===== src/rtl/seg_scan_pkg.sv =====
// Shared types and segment patterns for the multiplexed 7-segment scan controller.
// Patterns are gfedcba, bit 0 = segment a, active-high.
package seg_scan_pkg;

  typedef enum logic [1:0] {
    IDLE  = 2'd0,
    DRIVE = 2'd1,
    BLANK = 2'd2
  } scan_state_e;

  localparam logic [6:0] SEG_BLANK = 7'b0000000;

  localparam logic [6:0] SEG_0 = 7'b0111111;
  localparam logic [6:0] SEG_1 = 7'b0000110;
  localparam logic [6:0] SEG_2 = 7'b1011011;
  localparam logic [6:0] SEG_3 = 7'b1001111;
  localparam logic [6:0] SEG_4 = 7'b1100110;
  localparam logic [6:0] SEG_5 = 7'b1101101;
  localparam logic [6:0] SEG_6 = 7'b1111101;
  localparam logic [6:0] SEG_7 = 7'b0000111;
  localparam logic [6:0] SEG_8 = 7'b1111111;
  localparam logic [6:0] SEG_9 = 7'b1101111;

endpackage


===== src/rtl/seg_digit_decode.sv =====
// Combinational BCD nibble to gfedcba decoder; non-BCD codes 10..15 render blank.
module seg_digit_decode
  import seg_scan_pkg::*;
(
  input  logic [3:0] nibble_i,
  output logic [6:0] pattern_o
);

  always_comb begin
    pattern_o = SEG_BLANK;
    unique case (nibble_i)
      4'd0:    pattern_o = SEG_0;
      4'd1:    pattern_o = SEG_1;
      4'd2:    pattern_o = SEG_2;
      4'd3:    pattern_o = SEG_3;
      4'd4:    pattern_o = SEG_4;
      4'd5:    pattern_o = SEG_5;
      4'd6:    pattern_o = SEG_6;
      4'd7:    pattern_o = SEG_7;
      4'd8:    pattern_o = SEG_8;
      4'd9:    pattern_o = SEG_9;
      default: pattern_o = SEG_BLANK;
    endcase
  end

endmodule


===== src/rtl/seg_scan_ctrl.sv =====
// Multiplexed 7-segment scan controller with frame-coherent double-buffered display value.
// Optional leading-zero suppression is enabled by defining SEG_SCAN_LZ_SUPPRESS_EN.
module seg_scan_ctrl
  import seg_scan_pkg::*;
#(
  parameter int unsigned DIGITS    = 4,
  parameter int unsigned SCAN_DIV  = 1000,
  parameter int unsigned BLANK_CYC = 50
) (
  input  logic                  clk,
  input  logic                  rst,
  input  logic                  en,
  input  logic                  load_valid,
  input  logic [4*DIGITS-1:0]   load_data,
  output logic                  load_ready,
  output logic [6:0]            seg,
  output logic [DIGITS-1:0]     an,
  output logic                  frame_start
);

  localparam int unsigned CW        = $clog2(SCAN_DIV);
  localparam int unsigned IW        = (DIGITS > 1) ? $clog2(DIGITS) : 1;
  localparam int unsigned DRIVE_CYC = SCAN_DIV - BLANK_CYC;

  scan_state_e         state_q, state_d;
  logic [IW-1:0]       idx_q, idx_d;
  logic [CW-1:0]       cnt_q, cnt_d;
  logic [4*DIGITS-1:0] pend_q;
  logic [4*DIGITS-1:0] active_q;
  logic                ready_q;
  logic                start_d;
  logic [3:0]          cur_nibble;
  logic [6:0]          dec_pattern;

  // While scanning is disabled the controller never blocks a load.
  assign load_ready = ready_q | ~en;

  // The slot counter runs 0..SCAN_DIV-1 across the whole slot; DRIVE covers the low part.
  always_comb begin
    state_d = state_q;
    idx_d   = idx_q;
    cnt_d   = cnt_q;
    if (!en) begin
      state_d = IDLE;
      idx_d   = '0;
      cnt_d   = '0;
    end else begin
      unique case (state_q)
        IDLE: begin
          state_d = DRIVE;
          idx_d   = '0;
          cnt_d   = '0;
        end
        DRIVE: begin
          cnt_d = cnt_q + CW'(1);
          if (cnt_q == CW'(DRIVE_CYC - 1)) begin
            state_d = BLANK;
          end
        end
        BLANK: begin
          if (cnt_q == CW'(SCAN_DIV - 1)) begin
            state_d = DRIVE;
            cnt_d   = '0;
            idx_d   = (idx_q == IW'(DIGITS - 1)) ? '0 : idx_q + IW'(1);
          end else begin
            cnt_d = cnt_q + CW'(1);
          end
        end
        default: begin
          state_d = IDLE;
          idx_d   = '0;
          cnt_d   = '0;
        end
      endcase
    end
  end

  // Edge on which DRIVE of digit 0 begins: the frame boundary.
  assign start_d = (state_d == DRIVE) && (state_q != DRIVE) && (idx_d == '0);

  always_ff @(posedge clk) begin
    if (rst) begin
      state_q  <= IDLE;
      idx_q    <= '0;
      cnt_q    <= '0;
      pend_q   <= '0;
      active_q <= '0;
      ready_q  <= 1'b1;
    end else begin
      state_q <= state_d;
      idx_q   <= idx_d;
      cnt_q   <= cnt_d;
      if (!en) begin
        // Pending mirrors active so the first frame after enable keeps this value.
        if (load_valid) begin
          active_q <= load_data;
          pend_q   <= load_data;
        end
        ready_q <= 1'b1;
      end else begin
        if (start_d) begin
          active_q <= pend_q;
        end
        if (load_valid && ready_q) begin
          pend_q  <= load_data;
          ready_q <= 1'b0;
        end else if (start_d) begin
          ready_q <= 1'b1;
        end
      end
    end
  end

  assign cur_nibble = active_q[idx_q*4 +: 4];

  seg_digit_decode u_decode (
    .nibble_i  (cur_nibble),
    .pattern_o (dec_pattern)
  );

`ifdef SEG_SCAN_LZ_SUPPRESS_EN
  // lz_blank[i] is set when nibble i and every nibble above it are zero; digit 0 never blanks.
  logic [DIGITS-1:0] lz_blank;
  always_comb begin
    logic run;
    run      = 1'b1;
    lz_blank = '0;
    for (int i = DIGITS - 1; i >= 1; i--) begin
      run         = run && (active_q[i*4 +: 4] == 4'd0);
      lz_blank[i] = run;
    end
  end
`endif

  always_comb begin
    an          = '0;
    seg         = SEG_BLANK;
    frame_start = 1'b0;
    if (state_q == DRIVE) begin
      an          = DIGITS'(1) << idx_q;
`ifdef SEG_SCAN_LZ_SUPPRESS_EN
      seg         = lz_blank[idx_q] ? SEG_BLANK : dec_pattern;
`else
      seg         = dec_pattern;
`endif
      frame_start = (idx_q == '0) && (cnt_q == '0);
    end
  end

endmodule


===== config.mk =====
export PLATFORM = sky130hd
export DESIGN_NAME = seg_scan_ctrl
export DESIGN_NICKNAME = d
export VERILOG_FILES = /design/src/rtl/seg_scan_pkg.sv /design/src/rtl/seg_digit_decode.sv /design/src/rtl/seg_scan_ctrl.sv
export SDC_FILE = /design/constraint.sdc
export NUM_CORES = 1
export LEC_CHECK = 0
export BUFFER_PORTS_ARGS = -buffer_cell sky130_fd_sc_hd__buf_4
export CAP_MARGIN = 20
export CORE_MARGIN = 1
export CORE_UTILIZATION = 35
export CTS_BUF_LIST = sky130_fd_sc_hd__clkbuf_8
export DETAILED_ROUTE_END_ITERATION = 16
export SETUP_SLACK_MARGIN = 0.5
export SLEW_MARGIN = 0
export SYNTH_ARGS = -nofsm -noshare
export SYNTH_HDL_FRONTEND = slang
export SYNTH_SLANG_ARGS = --single-unit

===== constraint.sdc =====
create_clock -name clk -period 3 [get_ports clk]
set_clock_uncertainty 0.15 [all_clocks]
set_input_delay 0.3 -clock clk [delete_from_list [all_inputs] [get_ports clk]]
set_output_delay 0.3 -clock clk [all_outputs]
set_load 0.05 [all_outputs]

==> impl_summary.md, run 1 <==
Status
The run finished with clean final reports.

Route
The ratio of routed vias to standard cells is 4.78. The count of nets left with antenna violations once routing finished came out at 0. The final layout contains routed wiring with a total length of about 5700 µm. The total DRC errors in the routed layout is 0. The routed layout has roughly 2.1k vias. The detailed router finished its first iteration with 72 violations. Before antenna repair, the detailed router went through 4 iterations. The detail-routed net length per standard cell is around 13 µm.

Cells and area
The post-synthesis to final-layout area growth is 20.9%. The final core utilization is between 40% and 50%. The finished cells cover around 3300 µm². The layout filler cell count is around 770. Cells with a size suffix above 1 make up 28.6% of the layout. The diode insertion count for antenna repair is 0. After the last flow step, the layout net total stands at between 300 and 400. For this run, the number of standard cells in the final layout without fillers is around 440.

STA
In the finished design, the share of the clock period the worst path needs comes to a little over four fifths. The clock period could shrink to about 2.5 ns. The final count of hold timing violations is 0. The worst pin sits at a relative slew slack of between 60% and 70%. For the final routed database, the setup TNS stands at 0 ns.

Based on the critical path, the design can be clocked at up to between 300 and 400 MHz. The count of endpoints failing setup in the final report is 0. Setup repair after global routing could not meet its margin everywhere. The max-slew violation count came to 0. For the pin with the worst max-slew slack, the measured transition is approximately 0.60 ns.

Synthesis
The synthesized design contains 0 enable-type register cells. The library cell with the highest instance count after synthesis is dfxtp_1. The distinct cell type count after synthesis is 47. The share of the Yosys chip area taken by registers is approximately a third. The yosys synthesis warning count is 0.

The cell type with the largest total area after synthesis is dfxtp_1. After synthesis, the cell types taking the most area are dfxtp_1 (34%), ha_1 (7.7%), mux2i_1 (6.5%). The share of the synthesized area in the top cell type is between 30% and 40%. In the synthesized netlist, the cells that appear most often are dfxtp_1 (47), nand2_1 (42), nor2_1 (35). The mean instance size in the synthesized netlist is 9.07 µm². The number of flip-flops and latches in the synthesized netlist is 47. After synthesis, the share of flip-flops with an asynchronous set or reset is 0%. Counting every instance in the synthesized netlist gives roughly 300. The number of nets in the synthesized netlist is 341. The commonest register cell after synthesis is dfxtp_1. The synthesized netlist occupies a cell area of around 2800 µm².

Global route
The number of global-route vias before repair is about 2.1k. Across every metal layer, demand over resource in global routing totals ~15%. Entering global routing, the biggest net connects 52 pins. The first-pass GRT wire length is slightly below 10000 µm.

The initial antenna violation count is 0. The total overflow reported by the global router is 0.

Clocking
The H-tree was split into 2 levels. The maximum clock insertion buffer count is 2. Clock latency on the worst-skew pair, taken at its later pin, is 0.30 ns. The CTS tree is yes. The buffer cell driving the clock tree root is clkbuf_8. The number of buffers inserted for hold repair after clock tree synthesis is 0. The clock slew seen by the registers of the worst setup and hold paths is 0.10 ns. The TritonCTS sink count is between 40 and 50. The number of CTS-inserted buffers is 5.

Hold path
The number of cells on the worst hold path is 3. The startpoint identified for the worst hold timing path is load_data[11]. The type of the tightest min-delay check is input port to flip-flop. The capture endpoint of the worst hold path is pend_q[11].

Flow run
The max capacitance violation total is 0.

Placement
The routability congestion estimate from global placement is 0.748. Buffers placed on the I/O ports in this run total 32. After detailed placement, the design holds a cell count of around 430. After legalization and detailed placement, the total HPWL measured about 4100 µm. The cell area after placement is slightly above 3000 µm².

Critical path
The required time at the worst-slack endpoint is approximately 2.6 ns. By startpoint and endpoint, the worst setup path is classified as flip-flop to output pin. The endpoint arrival time on the critical path is roughly 2 ns.

The kind of launch point of the worst setup path is a flip-flop. The kind of end point of the critical path is an output pin. The depth of the worst register-to-register path is 8.

The setup slack of the most critical reg-to-reg path is 0.61 ns. The worst register-to-register path begins at state_q[1]. The worst register-to-register path ends at active_q[0]. The slowest stage of the critical path belongs to the cell mux4_2. The highest net fanout along the worst path is 4. Walking the worst path, the cells encountered are mux4_2 > ha_4 > mux2_4 > a21oi_2 > buf_6. The delay of the slowest critical-path stage is 0.60 ns.

Power and ir drop
For this design the static power due to leakage is between 1 and 1.5 nW. The power density over cell area is roughly 400 nW/µm². For this design the total switching power over the nets is about 0.4 mW. Net switching is between 20 and 30% of the power. VDD sags by at most between 200 and 300 µV.

Sequential cells account for between 40 and 50% of the total power. The clock group share of total power is a little under a third. The internal power of the cells totals about 0.94 mW. Combinational cells account for approximately a fifth of the total power.

Die
The total number of placement rows is 32. The total core area is roughly 7700 µm². The number of top-level pins is 33. The initial utilization of the core area, before any placement, comes to between 30% and 40%.

The height of the die is 90.8 µm. The die covers ~8200 µm². The die is slightly above 90 µm wide.
critical path, delay by kind of cell (launching register included):
| family | cells | cell delay [ns] |
|---|---|---|
| mux | 2 | 0.87 |
| flops | 1 | 0.38 |
| fa+ha+maj | 1 | 0.20 |
| buf+inv | 1 | 0.17 |
| compound gates | 1 | 0.14 |
cells in the final DEF, fill, tap and decap left out, drive strengths merged, types with 5 or more instances in the layout:
cell,synthesis,final
nor2b,18,18
dfxtp,47,47
mux2i,18,18
a21oi,22,22
nand2,42,42
mux2,18,18
ha,17,17
clkbuf,11,5
nor2,35,35
and2,7,7
buf,5,40
inv,12,14
xnor2,6,6
nand3,7,7
logic make-up after synthesis:
logic type               after synthesis  share of synthesized area [%]
multiplexers                          39                           17.7
buffers and inverters                 28                           4.54
AO/OA/AOI/OAI                         39                           9.76
flip-flops                            47                           34.1
adder cells (fa/ha/maj)               17                           7.71
XOR/XNOR                               9                           2.86
AND/OR/NAND/NOR                      125                           23.3
worst max path at each step:
stage               slack (ns)      from      to  cells after the start
CTS                       0.49  idx_q[0]  seg[0]                      5
global route              0.41  idx_q[0]  seg[0]                      7
floorplan                 0.39  idx_q[0]  seg[0]                      5
global placement          0.44  idx_q[1]  seg[0]                      5
detailed placement        0.37  idx_q[1]  seg[5]                      5
finish                    0.49  idx_q[0]  seg[0]                      5
area by class of cell:
| class | count | area (µm²) | area share [%] |
|---|---|---|---|
| flip-flops and latches | 47 | 948 | 28.5 |
| clock inverters | 3 | 27.5 | 0.826 |
| well taps | 102 | 128 | 3.83 |
| clock buffers | 5 | 68.8 | 2.06 |
| repair buffers | 40 | 332 | 9.95 |
| inverters | 12 | 50.0 | 1.50 |
| multi-input cells | 229 | 1780 | 53.4 |
flip-flops by register name, summed over array words and instances, names as in the netlist:
register and cells:
idx_q 2, pend_q 16, ready_q 1, active_q 16, state_q 2, cnt_q 10
through the flow:
stage / power (mW) / hold WS (ns) / worst slack, ns
6_report: 1.34 / 0.0811 / 0.487
5_1_grt: 1.41 / 0.0634 / 0.412
4_1_cts: 1.34 / 0.0708 / 0.486
3_5_place_dp: 0.921 / 0.297 / 0.369
3_3_place_gp: 0.917 / 0.291 / 0.440
2_1_floorplan: 0.856 / 0.279 / 0.393
power groups by stage:
stage | Sequential, mW | Combinational (mW) | Clock [mW]
floorplan | 0.676 | 0.180 | 0
CTS | 0.668 | 0.243 | 0.431
detailed placement | 0.683 | 0.238 | 0
global placement | 0.683 | 0.234 | 0
global route | 0.671 | 0.280 | 0.460
finish | 0.668 | 0.257 | 0.412
timing repair:
action | CTS | global route
setup endpoints to repair | 13 | 23
setup buffers | 1 | 4
pin swaps | 1 | 4
resized for setup | 12 | 13
routing by layer:
layer	vias up	wire, µm	global-route usage (%)
met5	-	0	0
met3	7	179	3.03
met4	0	65	4.44
met2	36	2610	23.7
li1	1092	-	-
met1	958	2860	19.4
Note: power is estimated with default switching activity, not from simulation.
==> run 2: changes to the inputs <==
==> constraint.sdc (replaced) <==
create_clock -name clk -period 2.1 [get_ports clk]
set_clock_uncertainty 0.15 [all_clocks]
set_input_delay 0.21 -clock clk [delete_from_list [all_inputs] [get_ports clk]]
set_output_delay 0.21 -clock clk [all_outputs]
set_load 0.05 [all_outputs]
==> run 2 against run 1 <==
- the flow now finishes with violations (design-rule violations, negative setup slack)
- count of clock-buffer cells in the layout did not move
- design area rose by 28%
- combinational power rose by 96%
- routed wire length rose by 13%
- utilization rose by 12 points
- non-clock buffer count rose by 56
- setup slack got worse by 0.82 ns
- via count rose by 15%
- clock power rose by 41%
- die area did not move
- sequential power rose by 42%
- power rose by 52%
- critical path type unchanged
- largest power group unchanged
- highest routed layer unchanged
==> impl_summary.md, run 2 (synthesized netlist as in run 1, its figures left out) <==
Die
The total number of placement rows is 32 (unchanged). The overall die area is 8240 µm² (unchanged). The number of top-level pins was 33 (unchanged). The height of the die was 90.8 µm (unchanged).

The horizontal die dimension is 90.8 µm (unchanged). The total core area was 7690 µm² (unchanged). The effective utilization at floorplan is 35.9% (unchanged).

Critical path
The critical path in this run is classified as flip-flop to output pin. The cell at the slowest stage of the critical path is mux4_2. The family of cells with the greatest summed delay on the critical path is multiplexers.

Traced cell by cell, the critical path runs through mux4_2 > ha_4 > mux2_4 > a21oi_4 > buf_6. The combined buffer and inverter count along the critical path is 1 (unchanged). The delay of the slowest critical-path stage is 0.60 ns (about the same). The required time at the worst-slack endpoint was 1.74 ns (-0.81 ns). The endpoint arrival time on the critical path is 2.07 ns (about the same). The kind of launch point of the worst setup path is a flip-flop. The kind of end point of the critical path is an output pin.

The highest net fanout along the worst path is 4 (unchanged).

Clocking
The clock slew seen by the registers of the worst setup and hold paths is 0.09 ns (about the same). The TritonCTS sink count was 47 (unchanged). The buffer cell driving the clock tree root is clkbuf_8. The H-tree level count is 2 (unchanged). The maximum clock insertion buffer count is 2 (unchanged). The number of CTS-inserted buffers was 5 (unchanged). TritonCTS built the clock tree.

The clock latency on the worst-skew pair is 0.31 ns (about the same).

Cells and area
The most common library cell in the layout ignoring fill and taps is buf_4. The diode insertion count for antenna repair came to 0 (unchanged). The layout filler cell count is 691 (-9.9%). The total number of nets in the final design is 429 (+15%). The largest registers in the layout are active_q: 16 flops, pend_q: 16 flops, cnt_q: 10 flops. The fraction of final layout cells sized beyond drive strength 1 is 47.3% (+19 points). In the layout the commonest cells are buf_4 (57), nand2_1 (40), dfxtp_1 (39). The post-synthesis to final-layout area growth is 55.2%.

Placement
The routability congestion estimate from global placement came to 0.923 (+23%). The number of port buffers is 32 (unchanged). The half-perimeter wire length after detailed placement is 4400 µm (+7.2%).

Route
The routed via count came to 2397 (+15%). The detail-routed net length per standard cell is 13.1 µm (+0.34%). The total DRC errors in the routed layout came to 1 (+1). The ratio of routed vias to standard cells is 4.84 (+1.3%).

The length of the first detailed-routing pass in iterations is 10 (+6). The post-detailed-route count of antenna-violating nets came to 0 (unchanged). The initial DRC count came to 44 (-39%). The wire length after detailed routing is 6480 µm (+13%).

Power and ir drop
The largest voltage drop on the vdd net came to 370 µV (+47%). The leakage power figure is 1.74 nW (+27%). The post-layout total power was 2.03 mW (+52%). The power density over cell area is 475 nW/µm² (+18%).

Global route
The total overflow reported by the global router was 0 (unchanged). The initial antenna violation count is 0 (unchanged). The first-pass GRT wire length is 10900 µm (+11%).

The number of global-route vias before repair is 2303 (+11%). The maximum number of pins on one net before global-route repair was 22 (-58%). The total routing usage reported by global routing is 16.2% (+1.6 points).

STA
The count of endpoints failing setup in the final report is 24 (+24). The final count of hold timing violations is 0 (unchanged). The max-slew violation count is 0 (unchanged).

The transition time at the pin with the least slew margin is 0.522 ns (-0.0777 ns). The worst relative slew slack was 65.2% (+5.1 points). The worst hold slack came to 0.00460 ns (-0.0765 ns). The setup slack after layout was -0.331 ns (-0.818 ns).

The highest clock frequency the design can meet is a little over 400 MHz. The post-route minimum period is around 2.4 ns. The post-route fraction of the period consumed by the critical path is 116%. Setup repair after global routing could not meet its margin everywhere.

Status
The final reports fail on design-rule violations, negative setup slack. The flow ran to the end, but the final reports show violations.

Flow run
The max capacitance violation total is 0 (unchanged).

Hold path
The worst hold path belongs to the class input port to flip-flop.
==> run 2: path summary, 6_finish.rpt <==
check	startpoint	to	slack [ns]	cells past startpoint
hold reg to reg	pend_q[5]	pend_q[5]	0.31	2
hold / removal	load_data[15]	pend_q[15]	0.005	3
setup / recovery	idx_q[0]	seg[0]	-0.33	5
setup reg to reg	cnt_q[1]	active_q[7]	-0.17	7
==> run 2: tightest hold or removal path: cells and delay by family <==
family,cells,cell delay (ns)
buf+inv,1,0.11
simple gates,1,0.05
compound gates,1,0.05
==> run 2: cell type report <==
type | instances | area (µm²) | share of cell area, %
repair buffers | 96 | 896 | 20.9
well taps | 102 | 128 | 2.98
inverters | 12 | 60.1 | 1.40
multi-input cells | 230 | 2140 | 50.0
flip-flops and latches | 47 | 963 | 22.5
clock inverters | 3 | 23.8 | 0.555
clock buffers | 5 | 68.8 | 1.61
==> run 2: per-stage QoR <==
stage / setup TNS [ns] / utilization [%] / instances / setup WS (ns) / instance area (µm²)
2_1_floorplan: -1.02 / - / 304 / -0.0860 / 3020
3_3_place_gp: -0.846 / 46.2 / 457 / -0.0670 / 3550
3_5_place_dp: -1.23 / 46.2 / 457 / -0.0970 / 3550
4_1_cts: -4.86 / 54.0 / 489 / -0.323 / 4150
5_1_grt: -6.45 / 55.7 / 495 / -0.393 / 4280
6_report: -4.47 / 55.7 / 495 / -0.331 / 4280
==> run 2: where the power goes <==
part	switching, mW	internal, mW
sequential	0.0222	0.926
clock	0.341	0.239
combinational	0.247	0.257
total	0.611	1.42
==> run 2: routing by layer <==
metal	global-route usage [%]	vias to the layer above	wire length (µm)
met2	27.1	34	3290
li1	-	1213	-
met3	2.78	10	122
met5	0	-	0
met1	20.8	1140	2960
met4	5.78	0	113
==> run 2: repair_timing <==
action,in CTS,in global routing
pin swaps,21,22
setup endpoints to repair,43,45
hold buffers,12,1
buffers inserted,11,4
gates cloned,1,1
hold endpoints to repair,12,1
resized for setup,69,23
